`src/rtl/byte_serial_adder_pkg.sv`:
```
// Shared definitions for the byte-serial adder: state encoding, byte width
// and the byte-index width helper.
package byte_serial_adder_pkg;

  localparam int BYTE_W = 8;

  typedef enum logic {
    ST_IDLE = 1'b0,
    ST_RUN  = 1'b1
  } state_t;

  // Index must count 0..NBYTES-1 and still fit the post-increment value.
  function automatic int idx_width(input int nbytes);
    return $clog2(nbytes) + 1;
  endfunction

endpackage

```
`src/rtl/byte_serial_adder_if.sv`:
```
// Request/result bundle of the byte-serial adder. The master drives the
// operands and start; the slave (the adder) returns the registered result.
interface byte_serial_adder_if
  import byte_serial_adder_pkg::*;
#(
  parameter int NBYTES = 4
);

  localparam int W = BYTE_W * NBYTES;

  logic         start;
  logic [W-1:0] a;
  logic [W-1:0] b;
  logic         c_in;
  logic [W-1:0] sum;
  logic         c_out;
  logic         overflow;
  logic         busy;
  logic         done;

  modport master (
    output start, a, b, c_in,
    input  sum, c_out, overflow, busy, done
  );

  modport slave (
    input  start, a, b, c_in,
    output sum, c_out, overflow, busy, done
  );

endinterface

```
`src/rtl/byte_serial_adder_cla_8bit.sv`:
```
// 8-bit carry-lookahead unit: every carry is formed directly from the
// generate/propagate terms and the incoming carry (sum-of-products form).
module cla_8bit (
  input  logic       c_in,
  input  logic [7:0] p,
  input  logic [7:0] g,
  output logic [8:0] c_out
);

  // Build c[j+1] = g[j] | p[j]g[j-1] | ... | p[j..0]c_in for each bit.
  always_comb begin
    // NOTE: every combinational output gets a default before any branch or
    // loop writes it, so no path can leave it unassigned and infer a latch;
    // blocking '=' is correct here because later statements read earlier ones.
    c_out    = '0;
    c_out[0] = c_in;
    for (int j = 0; j < 8; j++) begin
      logic v_carry;
      logic v_prop;
      v_carry = 1'b0;
      v_prop  = 1'b1;
      for (int m = j; m >= 0; m--) begin
        v_carry = v_carry | (v_prop & g[m]);
        v_prop  = v_prop & p[m];
      end
      c_out[j+1] = v_carry | (v_prop & c_in);
    end
  end

endmodule

```
`src/rtl/byte_serial_adder.sv`:
```
// Byte-serial adder: latches two W-bit operands on start, adds one byte per
// cycle through a single 8-bit CLA, and presents the registered result with
// a one-cycle done pulse after NBYTES cycles.
module byte_serial_adder
  import byte_serial_adder_pkg::*;
#(
  parameter int NBYTES = 4
) (
  input  logic                clk,
  input  logic                rst_n,
  byte_serial_adder_if.slave  bus
);

  localparam int                 W        = BYTE_W * NBYTES;
  localparam int                 IDX_W    = idx_width(NBYTES);
  localparam logic [IDX_W-1:0]   LAST_IDX = IDX_W'(NBYTES - 1);

  state_t             r_state;
  logic [IDX_W-1:0]   r_idx;
  logic [W-1:0]       r_a;
  logic [W-1:0]       r_b;
  logic [W-1:0]       r_work;
  logic               r_carry;
  logic [W-1:0]       r_sum;
  logic               r_c_out;
  logic               r_ovf;
  logic               r_busy;
  logic               r_done;

  logic [BYTE_W-1:0]  w_a_byte;
  logic [BYTE_W-1:0]  w_b_byte;
  logic [BYTE_W-1:0]  w_p;
  logic [BYTE_W-1:0]  w_g;
  logic [8:0]         w_c;
  logic [BYTE_W-1:0]  w_sum_byte;
  logic [W-1:0]       w_work_next;
  logic               w_last;

  // Current byte of each latched operand, selected by the byte index.
  assign w_a_byte   = BYTE_W'(r_a >> {r_idx, 3'b000});
  assign w_b_byte   = BYTE_W'(r_b >> {r_idx, 3'b000});
  assign w_p        = w_a_byte ^ w_b_byte;
  assign w_g        = w_a_byte & w_b_byte;
  assign w_sum_byte = w_p ^ w_c[7:0];
  assign w_last     = (r_idx == LAST_IDX);

  cla_8bit u_cla (
    .c_in  (r_carry),
    .p     (w_p),
    .g     (w_g),
    .c_out (w_c)
  );

  // Working sum with the current byte merged in at its position.
  always_comb begin
    w_work_next = r_work;
    for (int j = 0; j < NBYTES; j++) begin
      if (r_idx == IDX_W'(j)) begin
        w_work_next[j*BYTE_W +: BYTE_W] = w_sum_byte;
      end
    end
  end

  // Control FSM, working registers and registered outputs.
  always_ff @(posedge clk or negedge rst_n) begin
    // NOTE: the operand and working-sum registers are reset along with the
    // control state even though they are reloaded on start; it costs nothing
    // here and keeps the block free of X after power-up.
    if (!rst_n) begin
      r_state <= ST_IDLE;
      r_idx   <= '0;
      r_a     <= '0;
      r_b     <= '0;
      r_work  <= '0;
      r_carry <= 1'b0;
      r_sum   <= '0;
      r_c_out <= 1'b0;
      r_ovf   <= 1'b0;
      r_busy  <= 1'b0;
      r_done  <= 1'b0;
    end else begin
      // NOTE: non-blocking '<=' for all state so every register samples the
      // pre-edge values regardless of statement order.
      r_done <= 1'b0;
      case (r_state)
        ST_IDLE: begin
          if (bus.start) begin
            r_a     <= bus.a;
            r_b     <= bus.b;
            r_carry <= bus.c_in;
            r_idx   <= '0;
            r_work  <= '0;
            r_busy  <= 1'b1;
            r_state <= ST_RUN;
          end
        end
        ST_RUN: begin
          r_work  <= w_work_next;
          r_carry <= w_c[8];
          r_idx   <= r_idx + 1'b1;
          if (w_last) begin
            r_sum   <= w_work_next;
            r_c_out <= w_c[8];
            r_ovf   <= w_c[7] ^ w_c[8];
            r_done  <= 1'b1;
            r_busy  <= 1'b0;
            r_state <= ST_IDLE;
          end
        end
        default: r_state <= ST_IDLE;
      endcase
    end
  end

  assign bus.sum      = r_sum;
  assign bus.c_out    = r_c_out;
  assign bus.overflow = r_ovf;
  assign bus.busy     = r_busy;
  assign bus.done     = r_done;

endmodule
```
`src/flat_wrapper.sv`:
```
// flat-port wrapper written by rule: the top's interface ports become plain ports
module byte_serial_adder_flat import byte_serial_adder_pkg::*;
#(
  parameter int NBYTES = 4
)
  (clk, rst_n, bus_start, bus_a, bus_b, bus_c_in, bus_sum, bus_c_out, bus_overflow, bus_busy, bus_done);
  byte_serial_adder_if #(.NBYTES(NBYTES)) bus_i ();
  input  logic clk;
  input  logic rst_n;
  input wire logic [$bits(bus_i.start)-1:0] bus_start;
  input wire logic [$bits(bus_i.a)-1:0] bus_a;
  input wire logic [$bits(bus_i.b)-1:0] bus_b;
  input wire logic [$bits(bus_i.c_in)-1:0] bus_c_in;
  output wire logic [$bits(bus_i.sum)-1:0] bus_sum;
  output wire logic [$bits(bus_i.c_out)-1:0] bus_c_out;
  output wire logic [$bits(bus_i.overflow)-1:0] bus_overflow;
  output wire logic [$bits(bus_i.busy)-1:0] bus_busy;
  output wire logic [$bits(bus_i.done)-1:0] bus_done;
  assign bus_i.start = bus_start;
  assign bus_i.a = bus_a;
  assign bus_i.b = bus_b;
  assign bus_i.c_in = bus_c_in;
  assign bus_sum = bus_i.sum;
  assign bus_c_out = bus_i.c_out;
  assign bus_overflow = bus_i.overflow;
  assign bus_busy = bus_i.busy;
  assign bus_done = bus_i.done;
  byte_serial_adder #(.NBYTES(NBYTES)) u_core (.clk(clk), .rst_n(rst_n), .bus(bus_i));
endmodule
```
`config.mk`:
```
export PLATFORM = sky130hd
export DESIGN_NAME = byte_serial_adder_flat
export DESIGN_NICKNAME = d
export VERILOG_FILES = /design/src/rtl/byte_serial_adder_pkg.sv /design/src/rtl/byte_serial_adder_if.sv /design/src/rtl/byte_serial_adder_cla_8bit.sv /design/src/rtl/byte_serial_adder.sv /design/src/flat_wrapper.sv
export SDC_FILE = /design/constraint.sdc
export NUM_CORES = 1
export LEC_CHECK = 0
export CAP_MARGIN = 15
export CORE_AREA = 2 2 125 127
export DETAILED_ROUTE_END_ITERATION = 6
export DIE_AREA = 0 0 127 129
export GPL_ROUTABILITY_DRIVEN = 0
export PLACE_DENSITY = 0.61
export SETUP_SLACK_MARGIN = 0.3
export SLEW_MARGIN = 20
export SYNTH_ARGS = -nofsm -noshare
export SYNTH_HDL_FRONTEND = slang
export SYNTH_SLANG_ARGS = --single-unit
export TNS_END_PERCENT = 5
```
`constraint.sdc`:
```
create_clock -name clk -period 2.8 [get_ports clk]
set_input_delay 0.56 -clock clk [delete_from_list [all_inputs] [get_ports clk]]
set_output_delay 0.56 -clock clk [all_outputs]
set_load 0.02 [all_outputs]
```
==> metrics.cfg <==
[clock_tree]
clk_path_buf_depth = 2
numCtsBuffers = 17
clock-sinks = 129
hold_buffers = 0
clk_pin_slew_ps = 60
ctsRootBufferMaster = clkbuf_16
cts_tree = yes
htree_levels = 4
insertion_delay_ps = 420

[cells_and_area]
area_delta_synth_final_pct = 41.7
drive_gt1_share_pct = 31.0
diodes = 0
fill_cells = 1269
nets = 701
fin_area_um2 = 8350
layout.cells.non_filler = 820
final_core_util_pct = 55.7

[placed_design]
dp_hpwl_um = 9770
post-place-cells = 783
placed_cell_area_um2 = 7390
port_buffers = 103

[global_route]
grt_pass1_wl_um = 23000
overflow = 0
antenna_found_initial = 0
grt_usage_pct = 18.4
grt_pass1_vias = 4507
grt_max_degree = 60

[sta]
timing.final.crit_share_pct = 99.3
fmax_mhz = 360
tightestPinTransition_ps = 623
rsz0062_at_grt = true
finalClockSkew_ps = 8.18
fin_tns_setup_ps = 0
finalSetupViolCount = 0
slew_violations = 0
hold_viol = 0
fin_crit_ps = 2780
max-slew-margin-rel_pct = 58.4

[floorplan]
ios = 104
rows = 45
coreArea_um2 = 15000
fp.dieH_um = 129
initial_core_util_pct = 39.3
die-area_um2 = 16400
fp.dieW_um = 127

[route]
wl_um = 14100
remaining_drc_errors = 0
via_count = 4212
drt_iter0_drc = 156
antenna_left = 0
dr.pass1.iters = 4
wl_per_cell_um = 17.2
via_per_inst = 5.14

[critical_path]
cp_max_fo = 7
crit_required_ps = 3130
end_kind = register
crit_type = reg2reg
crit_path_start_kind = register
rr_worst_depth = 13
arrival_ps = 3110

[synth]
synth_cells = 480
yosysSeqAreaShare_pct = 54.8
ys.warnings.count = 0
synthArstFlopShare_pct = 100
syn_area_per_cell_um2 = 12.3
synth-edff-count = 0
ys_types = 35
synth_fp_nets = 562
synthFlopType = dfrtp_1
synth_seq_cells = 129
syn_area_um2 = 5890

[hold_path]
hold_class = in2async

[job]
maxCapViolCount = 0

[status]
outcome = finished, final reports clean

-- what timing repair did --
action | 4_1_cts | 5_1_grt
setup endpoints to repair | 48 | 47
resized for setup | 32 | 30
buffers inserted | 4 | 1
pin swaps | 8 | 17
-- sequential cells by signal, indices dropped and copies added, names as in the netlist --
| name | count |
|---|---|
| u_core.r_a | 32 |
| u_core.r_work | 24 |
| u_core.r_idx | 3 |
| u_core.r_carry | 1 |
| u_core.r_b | 32 |
| u_core.bus.overflow | 1 |
| u_core.bus.busy | 1 |
| u_core.bus.done | 1 |
| u_core.bus.c_out | 1 |
| u_core.r_state | 1 |
| u_core.bus.sum | 32 |
-- per-stage QoR --
step / setup slack, ps / hold WS (ps)
after global routing: -83.5 / 209
after detailed placement: -133 / 466
after global placement: -55.1 / 461
final: 20.1 / 155
after CTS: 10.0 / 161
after floorplan: 30.8 / 264
-- Yosys cell counts, types with 8 or more instances --
cell type,n,area share [%]
dfrtp_1,129,55
nand2_1,67,4.3
mux2_2,65,12
o21ai_0,30,2.5
nor2_1,24,1.5
a21oi_1,21,1.8
clkbuf_1,17,1.1
and2_1,15,1.6
ha_1,13,2.8
mux4_2,9,3.4
a22o_1,8,1.2
o31ai_1,8,1.0
-- cells in the final DEF (no fill, tap or decap), drive strengths merged, types with 2 or more instances in the layout --
cell           instances
a211oi                 2
a21o                   2
a21oi                 21
a22o                   8
a22oi                  6
a31oi                  6
and2                  16
and3                   4
buf                   46
bufinv                 5
clkbuf                20
clkdlybuf4s50        102
clkinv                 6
dfrtp                129
ha                    13
inv                    7
mux2                  65
mux2i                  4
mux4                  16
nand2                 67
nor2                  24
nor2b                  4
o21ai                 31
o21bai                 5
o22ai                  3
o31ai                  8
xnor2                  7
-- worst max-delay path, cell delays in order, from the launching register on --
cell and delay, ps:
dfrtp_1 370, buf_6 140, buf_6 110, buf_6 80
mux4_2 490, and2_4 180, ha_4 220, o21ai_4 170
buf_6 120, a2bb2oi_4 230, o21bai_4 90, xnor2_2 130
buf_6 140, o31ai_4 200
-- worst paths after layout --
path,startpoint,endpoint,slack (ps)
max,u_core.r_idx[0]$_DFFE_PN0P_,u_core.bus.sum[6]$_DFFE_PN0P_,20
min in group clk,u_core.r_work[9]$_DFFE_PN0P_,u_core.r_work[9]$_DFFE_PN0P_,470
min reg2reg,u_core.r_work[9]$_DFFE_PN0P_,u_core.r_work[9]$_DFFE_PN0P_,470
min,rst_n,u_core.bus.sum[27]$_DFFE_PN0P_,150
max reg2reg,u_core.r_idx[0]$_DFFE_PN0P_,u_core.bus.sum[6]$_DFFE_PN0P_,20
max in group asynchronous,rst_n,u_core.bus.sum[13]$_DFFE_PN0P_,1850
-- cell type report --
cell class              count  area [um^2]  share of cell area (%)
repair buffers            148         1450                    17.4
inverters                   7         26.3                   0.315
well taps                 188          235                    2.82
clock inverters            12          188                    2.25
flip-flops and latches    129         3230                    38.7
multi-input cells         316         2770                    33.2
clock buffers              20          447                    5.35
-- cells by family after synthesis --
| family | Yosys count | share of synthesized area, % |
|---|---|---|
| muxes | 85 | 19.7 |
| xor gates and xnor gates | 7 | 1.30 |
| DFF | 129 | 54.8 |
| buffers and inverters | 35 | 2.46 |
| adders and majority gates | 14 | 3.10 |
| AOI/OAI and AO/OA | 95 | 10.3 |
| and+or+nand+nor | 115 | 8.39 |
-- per-layer routing --
metal | wire, um | up-vias | track usage (%)
met3 | 673 | 21 | 4.99
met1 | 6160 | 2095 | 23.2
li1 | - | 1987 | -
met4 | 333 | 0 | 7.69
met2 | 6950 | 109 | 30.2
met5 | 0 | - | 0
Power is left out: the tool's default activity adds up to more than one toggle a clock period on the data nets, which glitch-free logic cannot reach.
